File: config.mk
export PLATFORM = sky130hd
export DESIGN_NAME = acc_out_buffer_drain
export DESIGN_NICKNAME = d
export VERILOG_FILES = /design/src/rtl/acc_out_buffer_drain.sv
export SDC_FILE = /design/constraint.sdc
export NUM_CORES = 1
export LEC_CHECK = 0
export ABC_AREA = 1
export ABC_CLOCK_PERIOD_IN_PS = 3200
export BUFFER_PORTS_ARGS = -buffer_cell sky130_fd_sc_hd__buf_2
export CAP_MARGIN = 20
export CORE_MARGIN = 1
export CORE_UTILIZATION = 30
export DETAILED_ROUTE_END_ITERATION = 7
export MAX_ROUTING_LAYER = met4
export PLACE_DENSITY = 0.51
export SLEW_MARGIN = 20
export SYNTH_ARGS = -nofsm -noshare
export SYNTH_HDL_FRONTEND = slang
export SYNTH_SLANG_ARGS = --single-unit
File: constraint.sdc
create_clock -name clk -period 3.2 [get_ports clk]
set_clock_uncertainty 0.15 [all_clocks]
set_input_delay 0.64 -clock clk [delete_from_list [all_inputs] [get_ports clk]]
set_output_delay 0.64 -clock clk [all_outputs]
set_load 0.1 [all_outputs]
File: src/rtl/acc_out_buffer_drain.sv
// Read-side drain for one accumulation output buffer bank.
// Issues `length` reads from `base_addr` upward with address wrap. Each word
// returned by the bank is post-processed (optional ReLU, rounding arithmetic
// right shift, saturation) and pushed into a 3-entry skid FIFO whose head
// drives a valid/ready stream.

module acc_out_buffer_drain #(
    parameter int buffer_width      = 16,
    parameter int buffer_depth      = 8192,
    parameter int buffer_addr_width = $clog2(buffer_depth),
    parameter int out_width         = 8,
    parameter int len_width         = 14,
    parameter int shift_width       = 4
) (
    input  logic                         clk,
    input  logic                         rst_n,
    input  logic                         start,
    input  logic [buffer_addr_width-1:0] base_addr,
    input  logic [len_width-1:0]         length,
    input  logic [shift_width-1:0]       shift,
    input  logic                         relu_en,
    output logic                         rEn,
    output logic [buffer_addr_width-1:0] rAddr,
    input  logic [buffer_width-1:0]      buffer_out,
    output logic [out_width-1:0]         out_data,
    output logic                         out_valid,
    input  logic                         out_ready,
    output logic                         busy,
    output logic                         done
);

    typedef enum logic [1:0] {
        ST_IDLE  = 2'd0,
        ST_RUN   = 2'd1,
        ST_FLUSH = 2'd2,
        ST_DONE  = 2'd3
    } state_t;

    localparam int SAT_HI_I = (2 ** (out_width - 1)) - 1;
    localparam int SAT_LO_I = -(2 ** (out_width - 1));
    localparam logic signed [buffer_width:0] SAT_HI = (buffer_width + 1)'(SAT_HI_I);
    localparam logic signed [buffer_width:0] SAT_LO = (buffer_width + 1)'(SAT_LO_I);
    localparam logic [out_width-1:0] OUT_MAX = {1'b0, {(out_width - 1){1'b1}}};
    localparam logic [out_width-1:0] OUT_MIN = {1'b1, {(out_width - 1){1'b0}}};

    // ReLU, rounding arithmetic right shift at buffer_width+1 bits, saturation.
    function automatic logic [out_width-1:0] post_proc(
        input logic [buffer_width-1:0] din,
        input logic                    relu,
        input logic [shift_width-1:0]  sh
    );
        logic signed [buffer_width:0] x;
        logic signed [buffer_width:0] rnd;
        logic signed [buffer_width:0] y;
        logic [out_width-1:0]         res;
        x = $signed({din[buffer_width-1], din});
        if (relu && din[buffer_width-1]) begin
            x = '0;
        end else begin
            x = x;
        end
        if (sh != {shift_width{1'b0}}) begin
            rnd = $signed({{buffer_width{1'b0}}, 1'b1} << (sh - {{(shift_width-1){1'b0}}, 1'b1}));
            y   = (x + rnd) >>> sh;
        end else begin
            rnd = '0;
            y   = x;
        end
        if (y > SAT_HI) begin
            res = OUT_MAX;
        end else if (y < SAT_LO) begin
            res = OUT_MIN;
        end else begin
            res = y[out_width-1:0];
        end
        return res;
    endfunction

    // Advance a pointer over the three FIFO slots.
    function automatic logic [1:0] ptr_inc(input logic [1:0] p);
        return (p == 2'd2) ? 2'd0 : p + 2'd1;
    endfunction

    state_t                         state_r;
    state_t                         state_nxt_s;
    logic [buffer_addr_width-1:0]   base_r;
    logic [len_width-1:0]           len_r;
    logic [shift_width-1:0]         shift_r;
    logic                           relu_r;
    logic [len_width-1:0]           issued_r;
    logic [len_width-1:0]           issued_nxt_s;
    logic                           ren_r;
    logic [buffer_addr_width-1:0]   raddr_r;
    logic [buffer_addr_width-1:0]   raddr_nxt_s;
    logic                           inflight_r;
    logic                           busy_r;
    logic                           done_r;
    logic                           issue_s;
    logic                           busy_nxt_s;
    logic                           done_nxt_s;
    logic                           room_s;

    logic [out_width-1:0]           fifo_mem_r [0:2];
    logic [1:0]                     wr_ptr_r;
    logic [1:0]                     rd_ptr_r;
    logic [1:0]                     count_r;
    logic [1:0]                     count_nxt_s;
    logic                           push_s;
    logic                           pop_s;
    logic [out_width-1:0]           head_s;

    // FIFO handshake: data lands one cycle after the read was issued.
    always_comb begin
        push_s      = inflight_r;
        pop_s       = (count_r != 2'd0) && out_ready;
        count_nxt_s = count_r;
        if (push_s && !pop_s) begin
            count_nxt_s = count_r + 2'd1;
        end else if (!push_s && pop_s) begin
            count_nxt_s = count_r - 2'd1;
        end else begin
            count_nxt_s = count_r;
        end
        // Words held after this edge plus the read still outstanding must leave a slot.
        room_s = ({1'b0, count_nxt_s} + {2'b00, ren_r}) < 3'd3;
    end

    // State register.
    always_ff @(posedge clk or negedge rst_n) begin
        if (!rst_n) begin
            state_r <= ST_IDLE;
        end else begin
            state_r <= state_nxt_s;
        end
    end

    // Next-state logic.
    always_comb begin
        state_nxt_s = state_r;
        case (state_r)
            ST_IDLE: begin
                if (start) begin
                    state_nxt_s = (length == {len_width{1'b0}}) ? ST_DONE : ST_RUN;
                end else begin
                    state_nxt_s = ST_IDLE;
                end
            end
            ST_RUN: begin
                if (issued_r == len_r) begin
                    state_nxt_s = ST_FLUSH;
                end else begin
                    state_nxt_s = ST_RUN;
                end
            end
            ST_FLUSH: begin
                if ((count_r == 2'd0) && !inflight_r && !ren_r) begin
                    state_nxt_s = ST_DONE;
                end else begin
                    state_nxt_s = ST_FLUSH;
                end
            end
            ST_DONE: state_nxt_s = ST_IDLE;
            default: state_nxt_s = ST_IDLE;
        endcase
    end

    // Output logic: read issue decision and next values of the status outputs.
    always_comb begin
        issue_s      = 1'b0;
        raddr_nxt_s  = raddr_r;
        issued_nxt_s = issued_r;
        case (state_r)
            ST_IDLE: begin
                if (start && (length != {len_width{1'b0}})) begin
                    issue_s      = 1'b1;
                    raddr_nxt_s  = base_addr;
                    issued_nxt_s = {{(len_width-1){1'b0}}, 1'b1};
                end else begin
                    issued_nxt_s = {len_width{1'b0}};
                end
            end
            ST_RUN: begin
                if ((issued_r < len_r) && room_s) begin
                    issue_s      = 1'b1;
                    raddr_nxt_s  = base_r + issued_r[buffer_addr_width-1:0];
                    issued_nxt_s = issued_r + {{(len_width-1){1'b0}}, 1'b1};
                end else begin
                    issue_s = 1'b0;
                end
            end
            default: begin
                issue_s = 1'b0;
            end
        endcase
        busy_nxt_s = (state_nxt_s == ST_RUN) || (state_nxt_s == ST_FLUSH);
        done_nxt_s = (state_nxt_s == ST_DONE);
    end

    // Registered control outputs, issue counter and captured drain parameters.
    always_ff @(posedge clk or negedge rst_n) begin
        if (!rst_n) begin
            ren_r      <= 1'b0;
            raddr_r    <= '0;
            inflight_r <= 1'b0;
            issued_r   <= '0;
            busy_r     <= 1'b0;
            done_r     <= 1'b0;
            base_r     <= '0;
            len_r      <= '0;
            shift_r    <= '0;
            relu_r     <= 1'b0;
        end else begin
            ren_r      <= issue_s;
            raddr_r    <= raddr_nxt_s;
            inflight_r <= ren_r;
            issued_r   <= issued_nxt_s;
            busy_r     <= busy_nxt_s;
            done_r     <= done_nxt_s;
            if ((state_r == ST_IDLE) && start) begin
                base_r  <= base_addr;
                len_r   <= length;
                shift_r <= shift;
                relu_r  <= relu_en;
            end else begin
                base_r  <= base_r;
                len_r   <= len_r;
                shift_r <= shift_r;
                relu_r  <= relu_r;
            end
        end
    end

    // Skid FIFO storage and pointers; words are processed before they are stored.
    always_ff @(posedge clk or negedge rst_n) begin
        if (!rst_n) begin
            fifo_mem_r[0] <= '0;
            fifo_mem_r[1] <= '0;
            fifo_mem_r[2] <= '0;
            wr_ptr_r      <= 2'd0;
            rd_ptr_r      <= 2'd0;
            count_r       <= 2'd0;
        end else begin
            if (push_s) begin
                fifo_mem_r[wr_ptr_r] <= post_proc(buffer_out, relu_r, shift_r);
                wr_ptr_r             <= ptr_inc(wr_ptr_r);
            end else begin
                wr_ptr_r <= wr_ptr_r;
            end
            if (pop_s) begin
                rd_ptr_r <= ptr_inc(rd_ptr_r);
            end else begin
                rd_ptr_r <= rd_ptr_r;
            end
            count_r <= count_nxt_s;
        end
    end

    // Head-of-FIFO select.
    always_comb begin
        case (rd_ptr_r)
            2'd0:    head_s = fifo_mem_r[0];
            2'd1:    head_s = fifo_mem_r[1];
            2'd2:    head_s = fifo_mem_r[2];
            default: head_s = '0;
        endcase
    end

    assign rEn       = ren_r;
    assign rAddr     = raddr_r;
    assign out_valid = (count_r != 2'd0);
    assign out_data  = head_s;
    assign busy      = busy_r;
    assign done      = done_r;

    acc_out_buffer_drain_chk u_chk (
        .clk   (clk),
        .rst_n (rst_n),
        .push  (push_s),
        .pop   (pop_s),
        .count (count_r)
    );

endmodule

// Overflow guard for the skid FIFO.
module acc_out_buffer_drain_chk (
    input logic       clk,
    input logic       rst_n,
    input logic       push,
    input logic       pop,
    input logic [1:0] count
);

    a_no_overflow: assert property (@(posedge clk) disable iff (!rst_n)
        !(push && !pop && (count == 2'd3)))
        else $error("acc_out_buffer_drain: skid fifo overflow");

endmodule

# Yosys cells after proc, flatten, opt, wreduce, memory -nomap -nowiden
# Index checks and enable logic that the tools add are counted.
[op_classes]
n_addsub = 9
magnitude_cmp = 6
n_eq_ne = 12
shift = 2
mux = 29
bitwise = 1
reduce_logical = 24
[ops]
columns = ["op", "n"]
rows = [
  ["two-way mux 17 bit", 4],
  ["two-way mux 8 bit", 4],
  ["case mux 14 bit (2 select lines)", 1],
  ["two-way mux 13 bit", 2],
  ["case mux 13 bit (2 select lines)", 1],
  ["bitwise mux 24 bit", 1],
  ["case mux 8 bit (3 select lines)", 1],
  ["adder 17 bit", 1],
  ["> comparator 17 x 8 -> 1 bit, second input constant", 1],
  ["< comparator 17 x 8 -> 1 bit, second input constant", 1],
  ["left shift 1 x 4 -> 17 bit, first input constant", 1],
  [">>> shifter 17 x 4 -> 17 bit", 1],
  ["demux 8 bit (select 2 bit)", 1],
  ["adder 14 x 1 -> 14 bit, second input constant", 1],
  ["== test 14 bit", 1],
  ["zero test 14 bit", 1],
  ["< comparator 14 bit", 1],
  ["two-way mux 14 bit", 1],
  ["two-way mux 2 bit", 7],
  ["nonzero test 14 bit", 1],
  ["adder 13 bit", 1],
  ["== test 2 bit, second input constant", 6],
  ["logical AND 1 bit", 10],
  ["case mux 2 bit (4 select lines)", 1],
  ["19 further kinds", 32],
]
[totals]
register_bits = 95
input_bits = 52
output_inout_bits = 25

# Depth between registers and ports, before layout
# Gate-level depths: netlist of the first run.
[depth]
ltp_word = 12
mapped_depth = 30

# Worst setup path before layout of the first run
# No wires, ideal clock.
[synth_timing]
path_type = "reg2reg"
startpoint = "reg count_r[0]"
endpoint = "reg issued_r[11]"
setup_time_ps = 123
t_arrival_ps = 3395
required_time_ps = 2927
setup_slack_ps = -469
stages_incl_launch_ff = 23
path_buffers = 0
period_less_slack_ps = 3669
path_cell_list = "dfrtp_1 inv_1 ha_1 inv_1 nand2_1 nor2_1 inv_1 nand2_1 xor2_1 ha_1 ha_1 a21oi_1 nand4_1 nor2_1 nor2_1 inv_1 nand2_1 nor2_1 nand2_1 nor2_1 nand3_1 o21ai_0 a21oi_1"
[synth_between]
elab_chain_cells = 10
elab_cells_between_ends = 14
[synth_rtl]
columns = ["item", "line_no", "rtl"]
rows = [
  ["start: declaration", "106", "logic [1:0] count_r;"],
  ["start signal: assignment", "254", "count_r <= count_nxt_s;"],
  ["nonzero test 2 bit *", "n/a", ""],
  ["via out_valid", "26", "output logic out_valid,"],
  ["logical AND 1 bit *", "115", "pop_s = (count_r != 2'd0) && out_ready;"],
  ["logical AND 1 bit or zero test 1 bit (tied branches)", "119, 117", ""],
  ["two-way mux 2 bit or logical AND 1 bit (tied branches)", "119, 117", ""],
  ["two-way mux 2 bit *", "117", "if (push_s && !pop_s) begin"],
  ["via count_nxt_s[0]", "107", "logic [1:0] count_nxt_s;"],
  ["adder 2 x 1 -> 3 bit *", "125", "room_s = ({1'b0, count_nxt_s} + {2'b00, ren_r}) < 3'd3;"],
  ["< comparator 3 x 2 -> 1 bit *", "125", ""],
  ["logical AND 1 bit *", "183", "if ((issued_r < len_r) && room_s) begin"],
  ["inequality test 2 bit (no line) *", "n/a", ""],
  ["AND reduction 2 bit (no line) *", "n/a", ""],
  ["end signal: assignment", "216", "issued_r <= issued_nxt_s;"],
  ["end: declaration", "90", "logic [len_width-1:0] issued_r;"],
]
# Mark *: on every way through the listed nets, which the timed path passes. The rest lies on a longest branch.
# A chain may end at the register's enable or synchronous reset.

# Final worst setup path of the first run
[layout_timing]
startpoint = "reg shift_r[1]"
endpoint = "reg fifo_mem_r[11] (netlist name)"
[layout_between]
elab_chain_cells = 11
elab_cells_between_ends = 13
[layout_rtl]
columns = ["item", "line_no", "rtl"]
rows = [
  ["start: declaration", "88", "logic [shift_width-1:0] shift_r;"],
  ["start signal: assignment", "222", "shift_r <= shift;"],
  ["start signal: assignment", "227", "shift_r <= shift_r;"],
  ["subtractor 4 x 1 -> 4 bit", "63", "rnd = $signed({{buffer_width{1'b0}}, 1'b1} << (sh - {{(shift_width-1){1'b0}}, 1'b1}));"],
  ["left shift 1 x 4 -> 17 bit", "63", ""],
  ["adder 17 bit", "64", "y = (x + rnd) >>> sh;"],
  [">>> shifter 17 x 4 -> 17 bit", "64", ""],
  ["two-way mux 17 bit *", "62", "if (sh != {shift_width{1'b0}}) begin"],
  ["two-way mux 17 bit *", "243", "if (push_s) begin"],
  ["< comparator 17 x 8 -> 1 bit", "71", "end else if (y < SAT_LO) begin"],
  ["two-way mux 8 bit", "71", ""],
  ["two-way mux 8 bit *", "69", "if (y > SAT_HI) begin"],
  ["two-way mux 8 bit *", "243", ""],
  ["bitwise mux 24 bit *", "244", "fifo_mem_r[wr_ptr_r] <= post_proc(buffer_out, relu_r, shift_r);"],
  ["end signal: indexed assignment", "244", ""],
  ["end: declaration", "103", "logic [out_width-1:0] fifo_mem_r [0:2];"],
]
# Mark *: on every way between the ends. The rest lies on a longest branch, timed or not. The select of a mux whose other input is x is not followed.

==> results of run 1 <==
## per-layer routing
layer | global-route usage | wire length (microns) | share of wire
met5 | - | 0 | 0
met4 | 0.0350 | 275 | 0.012
met3 | 0.0233 | 650 | 0.029
met2 | 0.325 | 10800 | 0.49
met1 | 0.246 | 10400 | 0.47
## through the flow
step	hold WS (ns)	TNS (ns)	cells	area [sq um]	worst slack (ns)
2_1_floorplan	0.194	-0.462	1073	7380	-0.229
3_3_place_gp	0.296	-13.32	1543	8770	-0.629
3_5_place_dp	0.293	-12.90	1543	8770	-0.611
4_1_cts	0.175	-3.78	1564	9270	-0.193
5_1_grt	0.207	-8.74	1570	9730	-0.425
6_report	0.145	-4.45	1570	9730	-0.232
## cell type report
class / count / area share
clock inverter: 6 / 0.0118
inverter: 157 / 0.0624
multi-input combinational: 795 / 0.486
tap: 319 / 0.0410
sequential: 95 / 0.245
timing repair buffer: 188 / 0.129
clock buffer: 10 / 0.0246
## state kept, by name (all words and copies together), names as in the netlist, 2 cells and up
name	count
len_r	14
wr_ptr_r	2
rAddr	13
rd_ptr_r	2
base_r	13
fifo_mem_r	24
count_r	2
shift_r	4
issued_r	14
state_r	2
## Yosys cell counts (all sizes together)
master | instances | area share
xnor2 | 5 | 0.0061
a211oi | 3 | 0.0031
nor2 | 87 | 0.048
nand2 | 367 | 0.20
a311oi | 1 | 0.0012
buf | 10 | 0.0070
clkinv | 4 | 0.0021
o21bai | 3 | 0.0031
a31oi | 7 | 0.0061
nand3 | 97 | 0.071
o221ai | 3 | 0.0037
nor4 | 6 | 0.0052
o21a | 2 | 0.0021
o21ai | 68 | 0.047
inv | 153 | 0.080
ha | 47 | 0.082
nand4 | 4 | 0.0035
clkbuf | 16 | 0.0084
dfrtp | 95 | 0.33
o211ai | 7 | 0.0073
a21oi | 44 | 0.031
o22ai | 7 | 0.0061
a22oi | 1 | 0.0010
nor3b | 1 | 0.0010
and2 | 3 | 0.0026
fa | 2 | 0.0056
or2 | 2 | 0.0017
nor3 | 15 | 0.011
xor2 | 13 | 0.016
## placed cells by master, fill, tap and decap left out, drive strengths merged, types with 2 or more instances in the layout
cell / Yosys / layout
nor2: 87 / 87
inv: 153 / 153
nand4: 4 / 4
o221ai: 3 / 3
fa: 2 / 2
a21oi: 44 / 44
nor3: 15 / 15
o21ai: 68 / 68
a211oi: 3 / 3
ha: 47 / 47
dfrtp: 95 / 95
nor4: 6 / 6
nand3: 97 / 97
clkinv: 4 / 5
buf: 10 / 188
clkinvlp: 0 / 2
o21a: 2 / 2
a31oi: 7 / 7
nand2: 367 / 367
o211ai: 7 / 7
and2: 3 / 3
bufinv: 0 / 3
or2: 2 / 2
xor2: 13 / 13
o22ai: 7 / 7
xnor2: 5 / 5
clkbuf: 16 / 10
o21bai: 3 / 3
## cell families (layout without fill, tap and decap cells)
group,Yosys count,after routing,synth area share
simple gates,582,582,0.348
buf+inv,183,361,0.0976
compound gates,146,146,0.113
flops,95,95,0.332
fa+ha+maj,49,49,0.0877
xor+xnor,18,18,0.0220
## path summary, 6_finish.rpt
| kind | startpoint | end | slack, ns |
|---|---|---|---|
| setup / recovery | shift_r[1]$_DFFE_PN0P_ | fifo_mem_r[11]$_DFFE_PN0P_ | -0.23 |
| min in group clk | rEn$_DFF_PN0_ | inflight_r$_DFF_PN0_ | 0.29 |
| hold reg to reg | rEn$_DFF_PN0_ | inflight_r$_DFF_PN0_ | 0.29 |
| max in group asynchronous | rst_n | fifo_mem_r[0]$_DFFE_PN0P_ | 2.04 |
| setup reg to reg | shift_r[1]$_DFFE_PN0P_ | fifo_mem_r[11]$_DFFE_PN0P_ | -0.23 |
| hold / removal | rst_n | rAddr[5]$_DFFE_PN0P_ | 0.14 |
## timing repair
item / 4_1_cts / 5_1_grt
gates cloned: 0 / 0
setup endpoints to repair: 23 / 37
pin swaps: 17 / 39
gates resized for setup: 30 / 98
setup buffers: 5 / 6
hold endpoints to repair: 0 / 0
==> flow_metrics.env, run 1 <==
export IMPL_dieArea_sq_mm=0.0245
export IMPL_root_buffer="clkbuf_16"
export IMPL_max_cap_violations=0
export IMPL_end_kind="flip-flop"
export IMPL_cp_start_kind="flip-flop"
export IMPL_netlist_area_sq_mm=0.00717
export IMPL_ys_warn_count=0
export IMPL_final_nets=1347
export IMPL_ioPinCount=77
export IMPL_path_delay_family="simple AND/OR/NAND/NOR gates"
export IMPL_path_buf_inv=3
export IMPL_drc=0
export IMPL_cts_tree="built"
export IMPL_violations="negative setup slack"
export IMPL_wire_per_inst_microns=14.1
export IMPL_syn_inst=1073
export IMPL_worstSetupPathDepth=28
export IMPL_die_y_microns=157
export IMPL_grt_max_degree=51
export IMPL_ys_seq_area_frac=0.332
export IMPL_die_x_microns=157
export IMPL_finalSetupViolCount=22
export IMPL_nFillCells=2472
export IMPL_relSlewSlack=0.508
export IMPL_coreArea_sq_mm=0.0235
export IMPL_hold_class="input pin to async pin"
export IMPL_hold_viol=0
export IMPL_timing_final_crit_share=1.07
export IMPL_reg2regPathDepth=28
export IMPL_grt_pass1_wl_microns=35600
export IMPL_path_clk_slew_ns=0.07
export IMPL_postLayoutCoreUtil=0.415
export IMPL_grt_usage=0.192
export IMPL_start_util=0.305
export IMPL_worst_pin_slew_ns=0.737
export IMPL_first_pass_iters=6
export IMPL_syn_num_nets=1174
export IMPL_slew_violations=0
export IMPL_clock_latency_ns=0.35
export IMPL_crit_required_ns=3.33
export IMPL_ys_seq_elements=95
export IMPL_min_period_ns=3.43
export IMPL_cp_common_cell="nand2_4"
export IMPL_drive_above_1_share=0.293
export IMPL_fmaxAchievable_mhz=291
export IMPL_clockBufferDepth=2
export IMPL_rsz0062_at_grt="true"
export IMPL_drt_total_wl_microns=22100
export IMPL_cts_sinks=95
export IMPL_hpwl_microns=17000
export IMPL_htreeDepth=3
export IMPL_slowest_delay_ns=0.41
export IMPL_synth_avg_cell_area_sq_um=6.68
export IMPL_io_buffers=76
export IMPL_grt_antenna_before_repair=0
export IMPL_seqCellArea_sq_mm=0.00238
export IMPL_synthDistinctLibCells=40
export IMPL_drtAntennaViolNets=0
export IMPL_grt_overflow_total=0
export IMPL_cts_inserted_buffers=9
export IMPL_drt_iter0_markers=469
export IMPL_routed_via_density=4.69
export IMPL_crit_arrival_ns=3.56
export IMPL_multiInputGateArea_sq_mm=0.00473
export IMPL_diodes=0
export IMPL_rows=56
export IMPL_critical_path_class="flip-flop to flip-flop"
export IMPL_cts_hold_buf=0
export IMPL_crit_fanout=7
export IMPL_grt_pass1_vias=6999
export IMPL_gp_congestion=0.909
export IMPL_status="complete, but fails checks"
export IMPL_setup_slack_ns=-0.232
export IMPL_slowest_stage="dfrtp_1"
export IMPL_routed_via_count=7365
export IMPL_area_growth_pct=35.8
Power of run 1 is left out: the tool's default activity adds up to more than one toggle a clock period on the data nets, which glitch-free logic cannot reach.
==> run 2: changes to the inputs <==
--- a/config.mk
+++ b/config.mk
@@ -6,7 +6,7 @@
 export NUM_CORES = 1
 export LEC_CHECK = 0
 export ABC_AREA = 1
-export ABC_CLOCK_PERIOD_IN_PS = 3200
+export ABC_CLOCK_PERIOD_IN_PS = 2800
 export BUFFER_PORTS_ARGS = -buffer_cell sky130_fd_sc_hd__buf_2
 export CAP_MARGIN = 20
 export CORE_MARGIN = 1
==> constraint.sdc (replaced) <==
create_clock -name clk -period 2.8 [get_ports clk]
set_clock_uncertainty 0.15 [all_clocks]
set_input_delay 0.56 -clock clk [delete_from_list [all_inputs] [get_ports clk]]
set_output_delay 0.56 -clock clk [all_outputs]
set_load 0.1 [all_outputs]
==> flow_metrics.env, run 2 (synthesis results as in run 1) <==
export IMPL_die_x_microns=157
export IMPL_nFillCells=2434
export IMPL_worstSetupPathDepth=23
export IMPL_clock_latency_ns=0.35
export IMPL_slowest_stage="dfrtp_2"
export IMPL_ioPinCount=77
export IMPL_relSlewSlack=0.596
export IMPL_cts_hold_buf=0
export IMPL_stdcell_count=1605
export IMPL_routed_via_count=7361
export IMPL_largest_reg_flops=24
export IMPL_gp_congestion=0.913
export IMPL_drc=0
export IMPL_first_pass_iters=4
export IMPL_grt_pass1_wl_microns=35500
export IMPL_max_cap_violations=0
export IMPL_fmaxAchievable_mhz=299
export IMPL_layout_common_cells="nand2_1 (302), inv_1 (134), buf_4 (133)"
export IMPL_cts_sinks=95
export IMPL_rows=56
export IMPL_grt_overflow_total=0
export IMPL_final_nets=1383
export IMPL_drtAntennaViolNets=0
export IMPL_finalSetupViolCount=34
export IMPL_coreArea_sq_mm=0.0235
export IMPL_worst_pin_slew_ns=0.604
export IMPL_routed_via_density=4.59
export IMPL_root_buffer="clkbuf_16"
export IMPL_grt_max_degree=65
export IMPL_area_growth_pct=42.7
export IMPL_drt_iter0_markers=334
export IMPL_cts_tree="built"
export IMPL_largest_register="fifo_mem_r"
export IMPL_placed_area_sq_mm=0.00885
export IMPL_grt_pass1_vias=7134
export IMPL_final_cell_area_sq_mm=0.0102
export IMPL_diodes=0
export IMPL_postLayoutCoreUtil=0.436
export IMPL_crit_arrival_ns=3.48
export IMPL_crit_required_ns=2.94
export IMPL_slew_violations=0
export IMPL_cp_common_cell="nand2_2"
export IMPL_path_delay_family="simple AND/OR/NAND/NOR gates"
export IMPL_grt_usage=0.193
export IMPL_rrSetupSlack_ns=-0.54
export IMPL_crit_chain="inv_2 -> nor2_4 -> buf_4 -> nand2_2 -> nor2_1 -> ha_1 -> nand2_2 -> inv_1 -> nand2_1 -> nand3_1 -> a21oi_2 -> nand3_1 -> nand3_2 -> nand3_2 -> nand2_2 -> nand2_2 -> buf_4 -> buf_4 -> a31oi_1 -> nand2_4 -> nand2_4 -> nand2_1 -> nand2_1"
export IMPL_rsz0062_at_grt="true"
export IMPL_dieArea_sq_mm=0.0245
export IMPL_path_buf_inv=5
export IMPL_critical_path_class="flip-flop to flip-flop"
export IMPL_cp_start_kind="flip-flop"
export IMPL_drt_total_wl_microns=22300
export IMPL_setup_slack_ns=-0.544
export IMPL_wire_per_inst_microns=13.9
export IMPL_start_util=0.305
export IMPL_reg2regPathDepth=23
export IMPL_dpl_cell_count=1560
export IMPL_grt_antenna_before_repair=0
export IMPL_hold_class="input pin to async pin"
export IMPL_end_kind="flip-flop"
export IMPL_crit_fanout=4
export IMPL_timing_final_crit_share=1.19
export IMPL_top_regs="fifo_mem_r: 24 flops, issued_r: 14 flops, len_r: 14 flops"
export IMPL_violations="negative setup slack"
export IMPL_slowest_delay_ns=0.44
export IMPL_drive_above_1_share=0.351
export IMPL_tns_ns=-12.11
export IMPL_final_common_cell="nand2_1"
export IMPL_die_y_microns=157
export IMPL_io_buffers=76
export IMPL_path_clk_slew_ns=0.07
export IMPL_status="complete, but fails checks"
export IMPL_hold_viol=0
export IMPL_cts_inserted_buffers=9
export IMPL_min_period_ns=3.34
export IMPL_hpwl_microns=17000
export IMPL_htreeDepth=3
export IMPL_clockBufferDepth=2
==> run 2: cell count changes in the layout (fill, tap and decap cells not counted), moves of 7 or more <==
cell     delta
o21ai_0     -7
buf_6      +10
nand2_2    +14
nor2_1      -9
nor2_4      +8
buf_4      +25
nand3_2     +8
nand3_1     -8
nand2_1    -11
==> run 2: routing by layer <==
metal | wire [microns] | part of all wire | vias up | track usage
met1 | 10300 | 0.46 | 3378 | 0.239
li1 | - | - | 3863 | -
met3 | 539 | 0.024 | 26 | 0.0235
met4 | 293 | 0.013 | 0 | 0.0467
met5 | 0 | 0 | - | -
met2 | 11100 | 0.50 | 94 | 0.331
==> run 2: path summary, 6_finish.rpt <==
| kind | from | end |
|---|---|---|
| max reg2reg | shift_r[0]$_DFFE_PN0P_ | fifo_mem_r[13]$_DFFE_PN0P_ |
| min | rst_n | fifo_mem_r[22]$_DFFE_PN0P_ |
| min in group clk | base_addr[3] | base_r[3]$_DFFE_PN0P_ |
| max | shift_r[0]$_DFFE_PN0P_ | fifo_mem_r[13]$_DFFE_PN0P_ |
| max in group asynchronous | rst_n | shift_r[0]$_DFFE_PN0P_ |
| min reg2reg | fifo_mem_r[1]$_DFFE_PN0P_ | fifo_mem_r[1]$_DFFE_PN0P_ |
==> run 2: layout make-up <==
class | count | area, sq um | area share
multi-input combinational | 796 | 5010 | 0.490
inverter | 157 | 613 | 0.0600
timing repair buffer | 223 | 1560 | 0.152
sequential | 95 | 2380 | 0.233
clock buffer | 10 | 229 | 0.0224
clock inverter | 5 | 41.3 | 0.00404
tap | 319 | 399 | 0.0390
==> run 2: timing repair <==
item	in CTS	in global routing
gates resized for setup	83	139
setup buffers	17	17
pin swaps	30	41
endpoints found under the hold margin	0	0
gates cloned	2	0
endpoints found under the setup margin	52	52
==> run 2: stage by stage <==
stage | setup slack (ns) | hold slack (ns)
floorplan | -0.649 | 0.114
global placement | -0.856 | 0.313
detailed placement | -0.827 | 0.315
CTS | -0.515 | 0.0258
global route | -0.771 | 0.0342
finish | -0.544 | 0.0125
==> run 2: worst reg2reg max path, stage by stage (launching register included) <==
cell     delay [ns]
dfrtp_2        0.44
inv_2          0.09
nor2_4         0.04
buf_4          0.13
nand2_2        0.09
nor2_1         0.05
ha_1           0.39
nand2_2        0.17
inv_1          0.05
nand2_1        0.06
nand3_1        0.09
a21oi_2        0.15
nand3_1        0.16
nand3_2        0.14
nand3_2        0.10
nand2_2        0.09
nand2_2        0.07
buf_4          0.14
buf_4          0.12
a31oi_1        0.28
nand2_4        0.09
nand2_4        0.08
nand2_1        0.05
nand2_1        0.05
Power of run 2 is left out for the same reason.
